==> config.mk <==
export PLATFORM = sky130hd
export DESIGN_NAME = nec_prefetch
export DESIGN_NICKNAME = d
export VERILOG_FILES = /design/src/rtl/nec_prefetch_pkg.sv /design/src/rtl/nec_prefetch.sv
export SDC_FILE = /design/constraint.sdc
export NUM_CORES = 1
export LEC_CHECK = 0
export CAP_MARGIN = 5
export CORE_MARGIN = 2
export CORE_UTILIZATION = 42
export CTS_CLUSTER_DIAMETER = 120
export DETAILED_ROUTE_END_ITERATION = 6
export PLACE_DENSITY = 0.76
export SYNTH_ARGS = -nofsm -noshare
export SYNTH_HDL_FRONTEND = slang
export SYNTH_SLANG_ARGS = --single-unit
export TNS_END_PERCENT = 10
==> constraint.sdc <==
create_clock -name clk -period 2.5 [get_ports clk]
set_clock_uncertainty 0.2 [all_clocks]
set_input_delay 0.5 -clock clk [delete_from_list [all_inputs] [get_ports clk]]
set_output_delay 0.5 -clock clk [all_outputs]
set_load 0.05 [all_outputs]
==> src/rtl/nec_prefetch_pkg.sv <==
// Shared prefetch types: queue depth seen by nec_decode, FSM states and the
// segment:offset to physical address mapping used for word fetches.
package nec_prefetch_pkg;

  localparam int IPQ_BYTES = 8;

  typedef enum logic [1:0] {
    IDLE    = 2'd0,
    REQ     = 2'd1,
    DISCARD = 2'd2
  } prefetch_state_e;

  // Even word address inside the segment, wrapped to the 20-bit bus.
  function automatic logic [19:0] phys_word_addr(input logic [15:0] seg,
                                                 input logic [15:0] off);
    return {seg, 4'h0} + {4'h0, off[15:1], 1'b0};
  endfunction

endpackage

==> src/rtl/nec_prefetch.sv <==
// Instruction prefetch unit: fills an 8-byte, address-indexed circular queue
// from 16-bit bus fetches and exposes it to nec_decode as ipq/ipq_len.
module nec_prefetch
  import nec_prefetch_pkg::*;
#(
  parameter int QUEUE_BYTES = IPQ_BYTES
) (
  input  logic                        clk,
  input  logic                        reset_n,
  input  logic                        ce_1,
  input  logic                        ce_2,
  input  logic [15:0]                 ps,
  input  logic [15:0]                 decode_pc,
  input  logic                        set_pc,
  input  logic [15:0]                 new_pc,
  input  logic                        fetch_inhibit,
  output logic                        fetch_req,
  output logic [19:0]                 fetch_addr,
  input  logic                        fetch_ack,
  input  logic [15:0]                 fetch_data,
  output logic [QUEUE_BYTES-1:0][7:0] ipq,
  output logic [3:0]                  ipq_len
);

  prefetch_state_e r_state, w_state_nxt;
  logic [15:0]                 r_fetch_pc, w_fetch_pc_nxt;
  logic [19:0]                 r_fetch_addr;
  logic [QUEUE_BYTES-1:0][7:0] r_ipq;

  logic                        w_ce, w_flush, w_ack, w_fill, w_issue;
  logic [3:0]                  w_ipq_len;
  logic [2:0]                  w_idx, w_idx_hi;
  logic [QUEUE_BYTES-1:0]      w_byte_we;
  logic [QUEUE_BYTES-1:0][7:0] w_byte_wd;

  assign w_ce      = ce_1 | ce_2;
  assign w_flush   = w_ce & set_pc;
  assign w_ipq_len = r_fetch_pc[3:0] - decode_pc[3:0];
  assign w_ack     = ce_2 & fetch_ack & (r_state != IDLE);
  // A flush coinciding with the ack wins, so that word never reaches the queue.
  assign w_fill    = w_ack & (r_state == REQ) & ~set_pc;
  assign w_issue   = ce_1 & (r_state == IDLE) & ~fetch_inhibit & ~set_pc &
                     (w_ipq_len <= 4'd6);
  assign w_idx     = r_fetch_pc[2:0];
  assign w_idx_hi  = w_idx + 3'd1;

  // NOTE: every always_comb output gets a default first, so no path leaves a
  // value unassigned and no latch is inferred.
  always_comb begin
    w_state_nxt = r_state;
    unique case (r_state)
      IDLE:    if (w_issue) w_state_nxt = REQ;
      REQ:     if (w_ack) w_state_nxt = IDLE;
               else if (w_flush) w_state_nxt = DISCARD;
      DISCARD: if (w_ack) w_state_nxt = IDLE;
      default: w_state_nxt = IDLE;
    endcase
  end

  always_comb begin
    w_fetch_pc_nxt = r_fetch_pc;
    w_byte_we      = '0;
    w_byte_wd      = '0;
    if (w_flush) begin
      w_fetch_pc_nxt = new_pc;
    end else if (w_fill) begin
      if (r_fetch_pc[0]) begin
        // Odd offset: only the high byte of the word belongs to the stream.
        w_byte_we[w_idx] = 1'b1;
        w_byte_wd[w_idx] = fetch_data[15:8];
        w_fetch_pc_nxt   = r_fetch_pc + 16'd1;
      end else begin
        w_byte_we[w_idx]    = 1'b1;
        w_byte_wd[w_idx]    = fetch_data[7:0];
        w_byte_we[w_idx_hi] = 1'b1;
        w_byte_wd[w_idx_hi] = fetch_data[15:8];
        w_fetch_pc_nxt      = r_fetch_pc + 16'd2;
      end
    end
  end

  // NOTE: sequential state uses non-blocking assignments so every register
  // samples pre-edge values regardless of statement order.
  always_ff @(posedge clk or negedge reset_n) begin
    if (!reset_n) begin
      r_state      <= IDLE;
      r_fetch_pc   <= '0;
      r_fetch_addr <= '0;
    end else if (w_ce) begin
      r_state    <= w_state_nxt;
      r_fetch_pc <= w_fetch_pc_nxt;
      if (w_issue) r_fetch_addr <= phys_word_addr(ps, r_fetch_pc);
    end
  end

  // NOTE: the queue array is reset on purpose so decode never sees X bytes.
  always_ff @(posedge clk or negedge reset_n) begin
    if (!reset_n) begin
      r_ipq <= '0;
    end else if (w_ce) begin
      for (int i = 0; i < QUEUE_BYTES; i++) begin
        if (w_byte_we[i]) r_ipq[i] <= w_byte_wd[i];
      end
    end
  end

  assign fetch_req  = (r_state != IDLE);
  assign fetch_addr = r_fetch_addr;
  assign ipq        = r_ipq;
  assign ipq_len    = w_ipq_len;

endmodule

## Word level (Yosys, flattened, before mapping)

Index checks and enable logic that the tools add are counted.

| storage, ports and cells | value |
|---|---|
| register bits after elaboration | 102 |
| bits of input ports | 71 |
| output and inout port bits | 89 |
| logic and storage cells | 80 |

| cells by class | value |
|---|---|
| add/subtract/negate cells | 5 |
| order comparisons | 5 |
| equal/unequal tests | 5 |
| multiplexer cells | 23 |
| bitwise operators | 15 |
| reduce and logical (&&, ||, !) cells | 16 |

Operators with widths:

| operator | number |
|---|---|
| $mux W64 | 3 |
| $and A64 B64 Y64 | 2 |
| $bwmux W64 | 1 |
| $demux W8 S3 | 2 |
| $mux W16 | 3 |
| $mux W8 | 5 |
| $add A20 B16 Y20 | 1 |
| $reduce_and A2 Y1 | 10 |
| $add A16 B1 Y16 const B | 1 |
| $add A16 B2 Y16 const B | 1 |
| $and A1 B1 Y1 | 9 |
| $lt A3 B4 Y1 const B | 2 |
| $mux W2 | 4 |
| $or A8 B8 Y8 | 1 |
| $demux W1 S3 | 2 |
| $ge A3 B1 Y1 const B | 2 |
| $pmux W2 S3 | 1 |
| $le A4 B3 Y1 const B | 1 |
| $ne A2 B2 Y1 const B | 2 |
| $reduce_and A4 Y1 | 1 |
| $reduce_bool A2 Y1 | 2 |
| $sub A4 B4 Y4 | 1 |
| $add A3 B1 Y3 const B | 1 |
| $ne A3 B3 Y1 const B | 1 |
| other kinds (7) | 10 |

## Depth between registers and ports, before layout

| depth | value |
|---|---|
| word-level depth | 10 |
| mapped depth | 11 |
| mapped depth without buffers | 9 |

## Least setup slack after synthesis

No wires, ideal clock.

| timing | value |
|---|---|
| path kind | flip-flop to flip-flop |
| start | register r_fetch_pc[0] |
| end | register r_fetch_addr[17] (netlist: fetch_addr[17]) |
| library setup time | 69 ps |
| data arrival time | 2341 ps |
| data required time | 2231 ps |
| setup slack | -110 ps |
| stages on the path, launching flop included | 11 |
| path buffers | 2 |
| clock period less this slack | 2610 ps |
| path through | dfrtp_1 > buf_6 > inv_1 > ha_1 > fa_1 > xor2_1 > o311a_1 > o21ai_2 > buf_6 > or4_1 > nand3_1 |

| between the ends | value |
|---|---|
| word-level cells in the longest chain between the ends | 4 |

RTL lines:

| element | line | text |
|---|---|---|
| start, declared | nec_prefetch.sv:26 | `logic [15:0] r_fetch_pc, w_fetch_pc_nxt;` |
| start signal, assigned | nec_prefetch.sv:91 | `r_fetch_pc <= w_fetch_pc_nxt;` |
| $sub A4 B4 Y4 | nec_prefetch.sv:38 | `assign w_ipq_len = r_fetch_pc[3:0] - decode_pc[3:0];` |
| $le A4 B3 Y1 | nec_prefetch.sv:43 | `(w_ipq_len <= 4'd6);` |
| $and A1 B1 Y1 | nec_prefetch.sv:42 | `assign w_issue = ce_1 & (r_state == IDLE) & ~fetch_inhibit & ~set_pc &` |
| $reduce_and A2 Y1 (no source line) | - |  |
| end signal, assigned | nec_prefetch.sv:92 | `if (w_issue) r_fetch_addr <= phys_word_addr(ps, r_fetch_pc);` |
| end, declared | nec_prefetch.sv:27 | `logic [19:0] r_fetch_addr;` |

No other way between the ends.
A chain may end at the register's enable or synchronous reset.

## Final worst setup path

| timing | value |
|---|---|
| start | input port ps[7] |
| end | register r_fetch_addr[18] (netlist: fetch_addr[18]) |

| between the ends | value |
|---|---|
| word-level cells in the longest chain between the ends | 1 |

RTL lines:

| element | line | text |
|---|---|---|
| start, declared | nec_prefetch.sv:12 | `input logic [15:0] ps,` |
| $add A20 B16 Y20 | nec_prefetch_pkg.sv:16 | `return {seg, 4'h0} + {4'h0, off[15:1], 1'b0};` |

No other way between the ends.

==> results.md <==
- Status: finished, final reports clean
- DR WL/cell: 16.8 um
- Yosys cell types: 55
- Max IR drop VDD: 0.395 mV
- Yosys reg bits: 101
- Fin. max-slew vios: 0
- Fin. Hold Viols: 0
- Gate Count Post-Synth: 474
- Vias after detailed routing: 4,400
- Minimum clock period: 2.45 ns
- Mapped cell area: 5100 um^2
- GRT overflow: 0
- Inst Count DP: 812
- Worst-path clk slew: 0.07 ns
- I/O pin count: 160
- Worst path bufs/invs: 2
- Hold Crit Class: reg -> reg
- Antenna cell count: 0
- Synth cell count leaders: 101 x dfrtp_1, 60 x nand2_1, 44 x o21ai_0, 32 x a22o_1, 27 x mux2_2
- Ys Warns: 0
- Post-route clock period utilization: 98.1%
- TritonCTS Buffers: 9
- RSZ-0062 raised after global routing: yes
- Leakage: 3.46 nW
- All-Layer GR Usage: 22.3%
- Sequential element share of the synthesized area: 49.5%
- GP Congestion: 0.902
- Layout cell share with drive strength beyond 1: 21.7%
- CORE AREA: 11,900 um^2
- Vias/cell: 5.28
- Slowest cell delay on critical path: 0.42 ns
- Post-route insts no fill: 834
- P per Cell Area: 804 nW/um^2
- Top-count cell post-synth: dfrtp_1
- IO Port Bufs: 146
- Setup-failing EPs final: 0
- Worst Path Max Fanout: 2
- Critical-path top delay cell: clkdlybuf4s50_1
- RR Startpoint: r_fetch_pc[4]$_DFFE_PN0P_
- Area Growth Syn to Fin: 50.6%
- Clock buffer depth: 2
- Maximum clock rate: 408 MHz
- Pre-CTS setup slack: -0.538 ns
- FFs w/ async S/R, synth: 100%
- Std cell rows: 40
- Syn_area_per_cell: 10.8 um^2
- Max transition margin: 61.9%
- Nets: 778
- Die height: 114 um
- Number of synthesized flops with an enable pin: 0
- Post-route ant nets: 0
- Largest net degree at the start of global routing: 51
- Die width: 114 um
- Die ar.: 13,000 um^2
- Vias in the first global route: 4,578
- Crit path DAT: 2.48 ns
- Crit-path cells: clkdlybuf4s50_1 > ha_1 > a21oi_2 > o21ai_1 > a21o_1 > a221oi_4 > buf_4 > nor3_1 > o31a_1
- Post-Syn Nets: 570
- CP startpoint: ps[7]
- Startpoint Class: input pin
- Max Cap Viol: 0
- Starting Density: 42.8%
- Setup ws final: 0.0469 ns
- Clock root buffer: clkbuf_16
- Crit Path Category: in -> reg
- Area contributors post-synth: dfrtp_1 50%, mux2_2 6.0%, ha_1 5.6%
- # clock sinks: 101
- Hold Crit Start: fetch_addr[16]$_DFFE_PN0P_
- Worst-Skew Late Latency: 0.35 ns
- CTS tree: done
- Fin Hold WS: 0.283 ns
- DRC errors left: 0
- Total wire length: 14,000 um
- Cell family contributing the most delay on the critical path: compound AO/OA/AOI/OAI gates
- Initial antenna violation count: 1
- Worst-Margin Slew: 0.570 ns
- First-pass GRT wire length: 22,800 um
- Crit path capture type: flip-flop
- Hpwl dp: 10,700 um
- Top-area cell type share of the netlist area: 49.5%
- Ys flop type: dfrtp_1
- Biggest area consumer among synthesized cells: dfrtp_1
- Req. time, crit path: 2.53 ns
- H-tree levels: 3
- Drt first pass iters: 4
- Initial drt markers: 227
sequential cells by signal, indices dropped and copies added, names as in the netlist:
name,count
fetch_addr,19
ipq,64
r_fetch_pc,16
r_state,2
layout by cell type, fill, tap and decap left out, types with 3 or more instances in the layout:
cell               n
buf_4             61
nor2_2             3
a21oi_1           12
o21ai_0           42
ha_4               3
inv_1             15
o21ai_1            4
mux2i_1            4
clkdlybuf4s50_1  134
buf_12             6
nor2_4             4
and2_1            11
xor2_1            14
nand2_1           60
o211ai_1           3
xnor2_1            9
mux2_2            27
a22o_1            32
ha_1              18
bufinv_16          3
dfrtp_1          101
nand2b_1           3
clkbuf_16          9
and3_1             6
nand4_1            4
dlygate4sd2_1      7
a31oi_1            4
inv_2              3
nor2_1            22
nand3_1            9
cell families after synthesis:
logic type	Yosys count	share of synthesized area [%]
XOR/XNOR	24	4.12
adder cells (fa/ha/maj)	25	6.42
flip-flops	101	49.5
other	1	0.0735
multiplexers	31	6.74
AND/OR/NAND/NOR	144	15.0
AO/OA/AOI/OAI	116	15.1
buffers and inverters	32	3.04
through the flow:
stage | TNS [ns] | util [%] | total power, mW | area [um^2]
final | 0 | 64.5 | 6.18 | 7690
after global routing | -0.157 | 64.5 | 6.48 | 7690
after CTS | -0.0200 | 63.7 | 6.17 | 7590
after detailed placement | -9.52 | 60.2 | 4.53 | 7170
after global placement | -6.77 | 60.2 | 4.46 | 7170
after floorplan | -0.515 | - | 3.53 | 5100
path summary, 6_finish.rpt:
path	end	slack, ns	depth (start not counted)
max	fetch_addr[18]$_DFFE_PN0P_	0.05	9
min	fetch_addr[16]$_DFFE_PN0P_	0.28	2
max reg2reg	fetch_addr[18]$_DFFE_PN0P_	0.07	10
min reg2reg	fetch_addr[16]$_DFFE_PN0P_	0.28	2
max in group asynchronous	r_fetch_pc[10]$_DFFE_PN0P_	1.02	3
min in group asynchronous	ipq[53]$_DFFE_PN0P_	0.41	2
per-layer routing:
metal	global-route usage, %	wire length [um]	up-vias
met5	0	16	-
met4	10.6	424	2
met3	6.88	989	32
met2	35.1	6640	133
met1	28.3	5910	2132
li1	-	-	2101
layout make-up:
| type | instances | area, um^2 |
|---|---|---|
| inverter | 18 | 67.6 |
| timing repair buffer | 211 | 2010 |
| tap | 147 | 184 |
| multi-input combinational | 341 | 2550 |
| sequential | 101 | 2530 |
| clock inverter | 7 | 120 |
| clock buffer | 9 | 225 |
| fill | 945 | 4230 |
worst min-delay path, stage by stage, from the launching register on:
cell and delay [ns]:
dfrtp_1 0.34, nand2_1 0.05, o21ai_0 0.06
power breakdown:
part           switching, mW  leakage [nW]  internal [mW]
registers              0.180          1.35           1.89
logic                   1.52          1.94          0.988
clock network          0.617         0.166          0.983
total                   2.32          3.46           3.86
what timing repair did:
| action | in CTS | in global routing |
|---|---|---|
| gates resized for setup | 21 | 15 |
| setup endpoints to repair | 15 | 12 |
| setup buffers | 2 | 3 |
| hold buffers | 1 | 0 |
| endpoints found under the hold margin | 26 | 0 |
| pin swaps | 12 | 13 |
Note: power is estimated with default switching activity, not from simulation.
